===== src/rtl/conv_pkg.sv =====
// Shared types and defaults for the convolution layer sequencer and its load block.
package conv_pkg;

    localparam int ADDR_W_DEF = 16;
    localparam int DIM_W_DEF  = 8;
    localparam int CNT_W_DEF  = 8;
    localparam int LEN_W_DEF  = 16;

    localparam logic LD_SEL_IMG = 1'b0;
    localparam logic LD_SEL_FLT = 1'b1;

    typedef enum logic [3:0] {
        IDLE,
        LD_IMG,
        WT_IMG,
        LD_FLT,
        WT_FLT,
        CONV,
        WT_CONV,
        STORE,
        WT_STORE,
        FIN
    } state_t;

endpackage


===== src/rtl/conv_addr_gen.sv =====
// Channel/filter counters and incrementally stepped image, kernel and output addresses.
module conv_addr_gen
    import conv_pkg::*;
#(
    parameter int ADDR_W = ADDR_W_DEF,
    parameter int CNT_W  = CNT_W_DEF,
    parameter int LEN_W  = LEN_W_DEF
) (
    input  logic              clk,
    input  logic              reset,
    input  logic              init,
    input  logic              next_chan,
    input  logic              next_filt,
    input  logic [ADDR_W-1:0] img_base,
    input  logic [ADDR_W-1:0] flt_base,
    input  logic [ADDR_W-1:0] out_base,
    input  logic [CNT_W-1:0]  img_count,
    input  logic [CNT_W-1:0]  flt_count,
    input  logic [LEN_W-1:0]  img_len,
    input  logic [LEN_W-1:0]  flt_len,
    input  logic [LEN_W-1:0]  out_len,
    output logic [ADDR_W-1:0] img_addr,
    output logic [ADDR_W-1:0] flt_addr,
    output logic [ADDR_W-1:0] out_addr,
    output logic [CNT_W-1:0]  chan_idx,
    output logic              last_chan,
    output logic              last_filt
);

    logic [CNT_W-1:0]  filt_idx;
    logic [ADDR_W-1:0] img_base_q;
    logic [ADDR_W-1:0] img_step;
    logic [ADDR_W-1:0] flt_step;
    logic [ADDR_W-1:0] out_step;

    // Lengths are word strides; addresses wrap silently modulo 2^ADDR_W.
    assign img_step = ADDR_W'(img_len);
    assign flt_step = ADDR_W'(flt_len);
    assign out_step = ADDR_W'(out_len);

    assign last_chan = (chan_idx == img_count - CNT_W'(1));
    assign last_filt = (filt_idx == flt_count - CNT_W'(1));

    // NOTE: sequential state uses non-blocking assignments so every register
    // samples pre-edge values, independent of statement order.
    always_ff @(posedge clk) begin
        if (reset) begin
            chan_idx   <= '0;
            filt_idx   <= '0;
            img_addr   <= '0;
            flt_addr   <= '0;
            out_addr   <= '0;
            img_base_q <= '0;
        end else if (init) begin
            chan_idx   <= '0;
            filt_idx   <= '0;
            img_base_q <= img_base;
            img_addr   <= img_base;
            flt_addr   <= flt_base;
            out_addr   <= out_base;
        end else if (next_chan) begin
            chan_idx <= chan_idx + CNT_W'(1);
            img_addr <= img_addr + img_step;
            flt_addr <= flt_addr + flt_step;
        end else if (next_filt) begin
            // Kernels are filter-major, so the kernel pointer keeps marching on.
            filt_idx <= filt_idx + CNT_W'(1);
            chan_idx <= '0;
            img_addr <= img_base_q;
            flt_addr <= flt_addr + flt_step;
            out_addr <= out_addr + out_step;
        end
    end

endmodule


===== src/rtl/conv_layer_sequencer.sv =====
// Control sequencer for one convolution layer: load image/kernel, run engine, store map.
// Optional cycle counter output perf_cycles is enabled by defining CONV_SEQ_PERF_EN.
module conv_layer_sequencer
    import conv_pkg::*;
#(
    parameter int ADDR_W = ADDR_W_DEF,
    parameter int DIM_W  = DIM_W_DEF,
    parameter int CNT_W  = CNT_W_DEF,
    parameter int LEN_W  = LEN_W_DEF
) (
    input  logic              clk,
    input  logic              reset,
    input  logic              start,
    input  logic [CNT_W-1:0]  img_count,
    input  logic [DIM_W-1:0]  img_size,
    input  logic [ADDR_W-1:0] img_base,
    input  logic [CNT_W-1:0]  flt_count,
    input  logic [DIM_W-1:0]  flt_size,
    input  logic [ADDR_W-1:0] flt_base,
    input  logic [ADDR_W-1:0] out_base,
    output logic              busy,
    output logic              done,
    output logic              err,
    output logic              ld_req,
    input  logic              ld_ready,
    output logic              ld_sel,
    output logic [ADDR_W-1:0] ld_addr,
    output logic [LEN_W-1:0]  ld_len,
    input  logic              ld_done,
    output logic              conv_start,
    output logic              conv_acc,
    input  logic              conv_done,
    output logic              st_req,
    input  logic              st_ready,
    output logic [ADDR_W-1:0] st_addr,
    output logic [LEN_W-1:0]  st_len,
    input  logic              st_done
`ifdef CONV_SEQ_PERF_EN
    ,
    output logic [31:0]       perf_cycles
`endif
);

    state_t state, state_next;

    logic [CNT_W-1:0]   img_count_q, flt_count_q;
    logic [LEN_W-1:0]   img_len_q, flt_len_q, out_len_q;
    logic [2*DIM_W-1:0] img_sq, flt_sq, out_sq;
    logic [DIM_W-1:0]   out_side;
    logic               cfg_empty, cfg_bad;
    logic               accept, next_chan, next_filt;

    logic [ADDR_W-1:0]  img_addr, flt_addr, out_addr;
    logic [CNT_W-1:0]   chan_idx;
    logic               last_chan, last_filt;

    // out_side is only meaningful when 0 < K <= N; otherwise the run is rejected.
    assign img_sq    = img_size * img_size;
    assign flt_sq    = flt_size * flt_size;
    assign out_side  = img_size - flt_size + DIM_W'(1);
    assign out_sq    = out_side * out_side;
    assign cfg_empty = (img_count == '0) || (flt_count == '0);
    assign cfg_bad   = (flt_size == '0) || (flt_size > img_size);

    assign busy = (state != IDLE) && (state != FIN);

    always_ff @(posedge clk) begin
        if (reset) begin
            state <= IDLE;
        end else begin
            state <= state_next;
        end
    end

    always_ff @(posedge clk) begin
        if (reset) begin
            img_count_q <= '0;
            flt_count_q <= '0;
            img_len_q   <= '0;
            flt_len_q   <= '0;
            out_len_q   <= '0;
            err         <= 1'b0;
        end else if (accept) begin
            img_count_q <= img_count;
            flt_count_q <= flt_count;
            img_len_q   <= LEN_W'(img_sq);
            flt_len_q   <= LEN_W'(flt_sq);
            out_len_q   <= LEN_W'(out_sq);
            err         <= cfg_bad && !cfg_empty;
        end
    end

    // NOTE: every signal driven here gets a default first, so no path can
    // leave one unassigned and infer a latch.
    always_comb begin
        state_next = state;
        accept     = 1'b0;
        next_chan  = 1'b0;
        next_filt  = 1'b0;
        done       = 1'b0;
        ld_req     = 1'b0;
        ld_sel     = LD_SEL_IMG;
        ld_addr    = '0;
        ld_len     = '0;
        conv_start = 1'b0;
        conv_acc   = 1'b0;
        st_req     = 1'b0;
        st_addr    = '0;
        st_len     = '0;

        case (state)
            IDLE: begin
                if (start) begin
                    accept = 1'b1;
                    if (cfg_empty || cfg_bad) state_next = FIN;
                    else                      state_next = LD_IMG;
                end
            end
            LD_IMG: begin
                ld_req  = 1'b1;
                ld_sel  = LD_SEL_IMG;
                ld_addr = img_addr;
                ld_len  = img_len_q;
                if (ld_ready) state_next = WT_IMG;
            end
            WT_IMG: begin
                if (ld_done) state_next = LD_FLT;
            end
            LD_FLT: begin
                ld_req  = 1'b1;
                ld_sel  = LD_SEL_FLT;
                ld_addr = flt_addr;
                ld_len  = flt_len_q;
                if (ld_ready) state_next = WT_FLT;
            end
            WT_FLT: begin
                if (ld_done) state_next = CONV;
            end
            CONV: begin
                conv_start = 1'b1;
                conv_acc   = (chan_idx != '0);
                state_next = WT_CONV;
            end
            WT_CONV: begin
                if (conv_done) begin
                    if (last_chan) begin
                        state_next = STORE;
                    end else begin
                        next_chan  = 1'b1;
                        state_next = LD_IMG;
                    end
                end
            end
            STORE: begin
                st_req  = 1'b1;
                st_addr = out_addr;
                st_len  = out_len_q;
                if (st_ready) state_next = WT_STORE;
            end
            WT_STORE: begin
                if (st_done) begin
                    if (last_filt) begin
                        state_next = FIN;
                    end else begin
                        next_filt  = 1'b1;
                        state_next = LD_IMG;
                    end
                end
            end
            FIN: begin
                done       = 1'b1;
                state_next = IDLE;
            end
            default: state_next = IDLE;
        endcase
    end

    conv_addr_gen #(
        .ADDR_W (ADDR_W),
        .CNT_W  (CNT_W),
        .LEN_W  (LEN_W)
    ) u_addr_gen (
        .clk       (clk),
        .reset     (reset),
        .init      (accept),
        .next_chan (next_chan),
        .next_filt (next_filt),
        .img_base  (img_base),
        .flt_base  (flt_base),
        .out_base  (out_base),
        .img_count (img_count_q),
        .flt_count (flt_count_q),
        .img_len   (img_len_q),
        .flt_len   (flt_len_q),
        .out_len   (out_len_q),
        .img_addr  (img_addr),
        .flt_addr  (flt_addr),
        .out_addr  (out_addr),
        .chan_idx  (chan_idx),
        .last_chan (last_chan),
        .last_filt (last_filt)
    );

`ifdef CONV_SEQ_PERF_EN
    always_ff @(posedge clk) begin
        if (reset) begin
            perf_cycles <= '0;
        end else if (accept) begin
            perf_cycles <= '0;
        end else if (busy) begin
            perf_cycles <= perf_cycles + 32'd1;
        end
    end
`endif

endmodule


===== config.mk =====
export PLATFORM = sky130hd
export DESIGN_NAME = conv_layer_sequencer
export DESIGN_NICKNAME = d
export VERILOG_FILES = /design/src/rtl/conv_pkg.sv /design/src/rtl/conv_addr_gen.sv /design/src/rtl/conv_layer_sequencer.sv
export SDC_FILE = /design/constraint.sdc
export NUM_CORES = 1
export LEC_CHECK = 0
export CORE_UTILIZATION = 53
export DETAILED_ROUTE_END_ITERATION = 6
export GPL_TIMING_DRIVEN = 0
export PLACE_DENSITY = 0.9
export SLEW_MARGIN = 20
export SYNTH_ARGS = -nofsm -noshare
export SYNTH_HDL_FRONTEND = slang
export SYNTH_SLANG_ARGS = --single-unit
export TNS_END_PERCENT = 30

===== constraint.sdc =====
create_clock -name clk -period 7.2 [get_ports clk]
set_input_delay 1.44 -clock clk [delete_from_list [all_inputs] [get_ports clk]]
set_output_delay 1.44 -clock clk [all_outputs]
set_load 0.02 [all_outputs]

==> results.md, run 1 <==
* Status: complete, no violations
* Hpwl dp at 34300 um
* Maximum vdd drop at 0.000523 V
* Final WS setup at 0.133 ns
* Tcrit/Tclk final at 0.982
* Crit path kind: in2reg
* GP Congestion at 0.948
* Routed len/inst at 18.9 um
* Distinct cells, synth at 73
* H-tree level count at 4
* Die area at 27200 um2
* Mapped Cells at 1776
* Final #Nets at 2278
* Mapped Area at 14100 um2
* Dominant cell by count in the synthesized netlist: nand2_1
* Required @ worst endpoint at 7.56 ns
* TritonCTS clock tree: yes
* Vias at 13874
* First-pass GRT wire length at 67900 um
* Cts bufs inserted at 17
* Fin area at 16900 um2
* Share of layout cells above drive strength 1 at 0.0543
* Pleak at 7.42 nW
* Switching pwr at 3.32 mW
* Crit start category: primary input
* Setup Viol. Count Final at 0
* WP data arrival at 7.43 ns
* Number of global-route vias before repair at 13751
* Post-route ant nets at 0
* Antenna Diode Count at 0
* Final Core Density at 0.647
* Global Route Usage Sum at 0.320
* Clock buffer depth at 2
* Synth top cells by count: nand2_1 (233), nor2_1 (189), a21oi_1 (159)
* Synth top area share at 0.207
* Clk_skew at 0.00876 ns
* Placeable Area at 26100 um2
* Die height at 165 um
* Net Sw Frac at 0.480
* Pwr Total at 6.91 mW
* Flops & latches, synth at 146
* Max-cap violations at 0
* Rel. slew slack at 0.325
* Period minus WS final at 7.07 ns
* Int Power at 3.59 mW
* Seq/Total Area, Yosys at 0.207
* Main area contributors after synthesis: dfxtp_1 (21%), ha_1 (14%), fa_1 (11%), nand2_1 (6.2%), a21oi_1 (5.6%)
* Via density at 6.02
* DRC at 0
* Synth Flop Type: dfxtp_1
* Pwr dens at 410 nW/um2
* Crit-path max FO at 8
* Syn. warnings at 0
* Port bufs at 156
* Post-CTS Hold Buffers at 0
* Clock-pin slew on the worst setup and hold paths at 0.06 ns
* Drt total wl at 43600 um
* Fmax at 141 MHz
* Top Ports at 160
* Pre-CTS setup slack at -1.39 ns
* Power share of the clock group at 0.139
* FP Rows at 59
* Sequential share of power at 0.184
* Synth Area per Inst at 7.93 um2
* Die Width at 165 um
* Skew-Pair Late Insertion Delay at 0.43 ns
* Filler instances at 2103
* Logic pwr share at 0.677
* Largest area contributor in the netlist: dfxtp_1
* CTS Root Cell: clkbuf_16
* Initial antenna violation count at 1
* Placed instance area at 16100 um2
* Initial DRC Count at 1502
* Clock Sinks at 146
* Worst slew pin tran at 1.00 ns
* Fraction of registers with async set/reset at 0
* Number of flops mapped to enable cells by yosys at 0
* Final Hold Fails at 0
* Maximum number of pins on one net before global-route repair at 17
* Initial Util at 0.541
* Area delta synth->final at 19.7%
* Total gr overflow at 0
* Max-slew violation count at 0
* Detailed Routing Iterations Pass 1 at 7
* Worst hold path type: reg2reg
* Setup crit end kind: flop
## through the flow
stage | cells | hold slack, ns | setup TNS, ns
5_1_grt | 2304 | 0.487 | -0.196
3_5_place_dp | 2268 | 0.456 | -8.31
6_report | 2304 | 0.462 | 0
3_3_place_gp | 2268 | 0.443 | -6.92
4_1_cts | 2301 | 0.463 | 0
2_1_floorplan | 1777 | 0.436 | 0
## state kept, by name (all words and copies together) (netlist names)
signal	count
err	1
flt_count_q	8
flt_len_q	15
img_count_q	8
img_len_q	15
out_len_q	15
state	4
u_addr_gen.chan_idx	8
u_addr_gen.filt_idx	8
u_addr_gen.flt_addr	16
u_addr_gen.img_addr	16
u_addr_gen.img_base_q	16
u_addr_gen.out_addr	16
## timing repair
item	4_1_cts	5_1_grt
hold endpoints to repair	0	0
buffers inserted	2	3
resized for setup	23	35
pin swaps	4	9
setup endpoints to repair	8	5
## layout by cell type, fill, tap and decap left out, drive strengths merged, types with 10 or more instances in the layout
cell type | netlist | routed
inv | 158 | 159
dfxtp | 146 | 146
nor2b | 10 | 10
a21oi | 159 | 159
nor4 | 11 | 11
and2 | 44 | 44
nand4 | 18 | 18
o21bai | 17 | 17
nor2 | 189 | 189
xor2 | 42 | 42
mux2i | 47 | 47
buf | 17 | 23
nand2 | 233 | 233
a31oi | 20 | 20
and3 | 19 | 19
clkdlybuf4s50 | 0 | 147
ha | 156 | 156
a21o | 15 | 15
a211oi | 26 | 26
nand3 | 32 | 32
o21ai | 31 | 31
nor3 | 38 | 38
a2111oi | 13 | 13
fa | 77 | 77
xnor2 | 79 | 79
clkbuf | 68 | 90
## power groups by stage
stage | Combinational (mW) | Sequential, mW | Clock, mW
detailed placement | 4.29 | 1.27 | 0
floorplan | 3.30 | 1.17 | 0
CTS | 4.36 | 1.26 | 0.951
finish | 4.68 | 1.27 | 0.957
global placement | 4.11 | 1.26 | 0
global route | 5.16 | 1.29 | 0.987
## logic make-up (layout without fill, tap and decap cells)
kind of cell             after synthesis  count (layout)  synth area share
adder cells (fa/ha/maj)              233             233             0.248
other                                  1               2          0.000266
AND/OR/NAND/NOR                      630             630             0.203
buffers and inverters                244             436            0.0689
AO/OA/AOI/OAI                        352             352             0.162
flip-flops                           146             146             0.207
multiplexers                          49              49            0.0350
XOR/XNOR                             121             121            0.0752
## critical path, cell delays in order
cell and delay [ns]:
clkdlybuf4s50_1 0.49, clkbuf_1 0.43, inv_1 0.21, ha_1 0.25, xnor2_1 0.53, xor2_1 0.35
nand2_1 0.12, fa_1 0.49, inv_1 0.07, fa_1 0.51, fa_1 0.51, inv_1 0.05
fa_1 0.47, inv_1 0.06, ha_4 0.18, or3_1 0.39, o21ai_2 0.09, nor3_2 0.08
buf_4 0.15, nor3_2 0.16, xnor2_1 0.16, nand2_1 0.07, a21oi_1 0.16
## worst paths after layout
path	startpoint	endpoint	slack, ns	cells past startpoint
min reg2reg	u_addr_gen.img_base_q[1]	u_addr_gen.img_base_q[1]	0.46	2
max	flt_size[6]	out_len_q[13]	0.13	23
min	u_addr_gen.img_base_q[1]	u_addr_gen.img_base_q[1]	0.46	2
max reg2reg	img_count_q[0]	u_addr_gen.flt_addr[9]	3.74	14
## cell type report
class,count,area [um2],share of cell area
Timing Repair Buffer,161,1590,0.0943
Tap cell,335,419,0.0249
Inverter,159,597,0.0354
Sequential cell,146,2920,0.173
Clock buffer,19,443,0.0263
Buffer,85,374,0.0222
Clock inverter,12,183,0.0108
Multi-Input combinational cell,1387,10300,0.613
## layer usage
layer,up-vias,GRT usage,routed length (um)
met5,-,0,13
met1,6578,0.387,16900
li1,6416,-,-
met4,2,0.159,1890
met2,720,0.542,20700
met3,158,0.0629,4050
No activity file was read; power rests on OpenSTA's default activity.
==> run 2, diff against run 1 <==
Settings changed: PLACE_DENSITY 0.9 to not set, PLACE_DENSITY_LB_ADDON set to 0.12.
==> run 2 against run 1 <==
Net effect: the flow now finishes with violations (DRC); largest power group unchanged; cell area shrank 0.13%; sequential power is essentially flat; critical path type unchanged; largest cell class unchanged; hold slack lost 0.0016 ns; register-to-register slack gained 0.03 ns; via count shrank 4.7%; combinational power shrank 3%.
==> results.md, run 2 (synthesized netlist as in run 1, its figures left out) <==
* Initial DRC Count at 938 (was 1502)
* Final WS setup at 0.202 ns (was 0.133 ns)
* Post-route ant nets at 0 (unchanged)
* Hold_sp: u_addr_gen.img_base_q[0] (was u_addr_gen.img_base_q[1])
* Global Route Usage Sum at 0.310 (was 0.320)
* Failing checks: DRC
* Fin area at 16800 um2 (was 16900 um2)
* Top Ports at 160 (unchanged)
* FP Rows at 59 (unchanged)
* Fmax at 143 MHz (was 141 MHz)
* Required @ worst endpoint at 7.53 ns (was 7.56 ns)
* Tcrit/Tclk final at 0.972 (was 0.982)
* Die area at 27200 um2 (unchanged)
* TritonCTS clock tree: yes (unchanged)
* Clock buffer depth at 2 (unchanged)
* First-pass GRT wire length at 65400 um (was 67900 um)
* Maximum vdd drop at 0.000611 V (was 0.000523 V)
* Reg-to-Reg Start: img_count_q[0] (unchanged)
* Crit-path max FO at 6 (was 8)
* Rel. slew slack at 0.375 (was 0.325)
* Vias at 13222 (was 13874)
* Max-cap violations at 0 (unchanged)
* Maximum number of pins on one net before global-route repair at 17 (unchanged)
* Pwr Total at 6.77 mW (was 6.91 mW)
* CTS Root Cell: clkbuf_16 (unchanged)
* Total gr overflow at 0 (unchanged)
* Reg-to-Reg End: u_addr_gen.img_addr[10] (was u_addr_gen.flt_addr[9])
* Flop-to-flop setup slack at 3.77 ns (was 3.74 ns)
* Via density at 5.74 (was 6.02)
* Crit start category: primary input (unchanged)
* Die Width at 165 um (unchanged)
* GP Congestion at 0.942 (was 0.948)
* Critical Path End: out_len_q[15] (was out_len_q[13])
* Clock Sinks at 146 (unchanged)
* Drt total wl at 41800 um (was 43600 um)
* H-tree level count at 4 (unchanged)
* Skew-Pair Late Insertion Delay at 0.43 ns (about the same)
* DRC at 2 (was 0)
* Placeable Area at 26100 um2 (unchanged)
* Worst hold path type: reg2reg (unchanged)
* Total negative slack at 0 ns (unchanged)
* Final #Nets at 2276 (was 2278)
* Area delta synth->final at 19.5% (was 19.7%)
* CP cell instances: clkdlybuf4s50_1 -> ha_1 -> ha_1 -> inv_1 -> o21bai_1 -> a21oi_2 -> xnor2_2 -> nand2_1 -> fa_1 -> inv_1 -> fa_1 -> inv_1 -> fa_1 -> inv_1 -> fa_1 -> ha_4 -> or3_1 -> o21ai_1 -> nor3_2 -> nor2_1 -> a211o_1 -> xnor2_2 -> o31ai_1 (was clkdlybuf4s50_1 -> clkbuf_1 -> inv_1 -> ha_1 -> xnor2_1 -> xor2_1 -> nand2_1 -> fa_1 -> inv_1 -> fa_1 -> fa_1 -> inv_1 -> fa_1 -> inv_1 -> ha_4 -> or3_1 -> o21ai_2 -> nor3_2 -> buf_4 -> nor3_2 -> xnor2_1 -> nand2_1 -> a21oi_1)
* Setup Viol. Count Final at 0 (unchanged)
* Placed instance area at 16100 um2 (unchanged)
* Status: finished with violations (was complete, no violations)
* Commonest non-fill, non-tap cells in the layout: nand2_1 (233), nor2_1 (188), a21oi_1 (155), inv_1 (155), ha_1 (153) (was nand2_1 (232), nor2_1 (187), a21oi_1 (156))
* Setup crit end kind: flop (unchanged)
* Slowest-stage cell, CP: clkdlybuf4s50_1 (was xnor2_1)
* Critical path's largest stage delay at 0.65 ns (was 0.53 ns)
* WHS at 0.460 ns (was 0.462 ns)
* Port bufs at 156 (unchanged)
* Initial Util at 0.541 (unchanged)
* Max-slew violation count at 0 (unchanged)
* Pleak at 7.44 nW (was 7.42 nW)
* Hpwl dp at 33500 um (was 34300 um)
* Initial antenna violation count at 0 (was 1)
* CP startpoint: flt_size[4] (was flt_size[6])
* Detailed Routing Iterations Pass 1 at 7 (unchanged)
* Clk_skew at 0.0103 ns (was 0.00876 ns)
* Reg2Reg Depth at 13 (was 14)
* Routed len/inst at 18.1 um (was 18.9 um)
* Most common cell after layout, fill and taps aside: nand2_1 (unchanged)
* Pwr dens at 402 nW/um2 (was 410 nW/um2)
* Die height at 165 um (unchanged)
* Pre-CTS setup slack at -1.36 ns (was -1.39 ns)
* Period minus WS final at 7.00 ns (was 7.07 ns)
* Crit path kind: in2reg (unchanged)
* Worst slew pin tran at 0.937 ns (was 1.00 ns)
* WP data arrival at 7.33 ns (was 7.43 ns)
* Clock-pin slew on the worst setup and hold paths at 0.06 ns (about the same)
* Share of layout cells above drive strength 1 at 0.0518 (was 0.0543)
* Final Hold Fails at 0 (unchanged)
* Cts bufs inserted at 17 (unchanged)
* Number of global-route vias before repair at 12535 (was 13751)
==> run 2: cell count changes in the layout (fill, tap and decap cells not counted), sizes merged <==
cell / delta
clkbuf: +1
diode: +1
dlymetal6s2s: +2
clkdlybuf4s15: -2
clkdlybuf4s50: -2
clkinv: -1
clkinvlp: -2
inv: +4
buf: -1
==> run 2: worst max-delay path: cells and delay by family <==
family / cells / cell delay (ns)
AND/OR/NAND/NOR: 4 / 0.55
AO/OA/AOI/OAI: 5 / 1.02
XOR/XNOR: 2 / 0.43
buffers and inverters: 5 / 0.87
adder cells (fa/ha/maj): 7 / 3.00
==> run 2: per-stage QoR <==
| step | std cells | utilization |
|---|---|---|
| 2_1_floorplan | 1777 | - |
| 3_3_place_gp | 2268 | 0.617 |
| 3_5_place_dp | 2268 | 0.617 |
| 4_1_cts | 2302 | 0.644 |
| 5_1_grt | 2303 | 0.646 |
| 6_report | 2304 | 0.646 |
==> run 2: repair_timing <==
item | in CTS | in global routing
gates resized for setup | 21 | 36
endpoints found under the hold margin | 0 | 0
hold buffers | 0 | 0
setup endpoints to repair | 8 | 5
setup buffers | 2 | 1
pin swaps | 2 | 6
==> run 2: how the worst min path moves through the flow <==
| stage | to | slack [ns] | cells past startpoint |
|---|---|---|---|
| 6_report | u_addr_gen.img_base_q[0] | 0.46 | 2 |
| 2_1_floorplan | u_addr_gen.img_base_q[6] | 0.44 | 2 |
| 4_1_cts | u_addr_gen.img_base_q[9] | 0.46 | 2 |
| 5_1_grt | u_addr_gen.img_base_q[8] | 0.48 | 2 |
| 3_5_place_dp | u_addr_gen.img_base_q[14] | 0.45 | 2 |
| 3_3_place_gp | u_addr_gen.img_base_q[2] | 0.44 | 2 |
==> run 2: final cells by class <==
| cell class | instances | area (um2) |
|---|---|---|
| Fill cell | 2313 | 9220 |
| Timing Repair Buffer | 159 | 1570 |
| Multi-Input combinational cell | 1387 | 10300 |
| Sequential cell | 146 | 2920 |
| Tap cell | 335 | 419 |
| Inverter | 159 | 599 |
| Buffer | 85 | 375 |
| Clock buffer | 19 | 443 |
| Clock inverter | 13 | 198 |
| Antenna cell | 1 | 2.50 |
==> run 2: per-layer routing <==
| layer | global-route usage | share of wire | vias up |
|---|---|---|---|
| li1 | - | - | 6427 |
| met1 | 0.398 | 0.42 | 6260 |
| met2 | 0.534 | 0.48 | 460 |
| met3 | 0.0387 | 0.068 | 75 |
| met4 | 0.107 | 0.026 | 0 |
| met5 | 0 | 0 | - |
==> run 2: where the power goes <==
part	leakage [nW]	internal (mW)	switching, mW
clock network	0.310	0.597	0.379
registers	1.20	1.03	0.243
logic	5.93	1.93	2.59
total	7.44	3.56	3.21
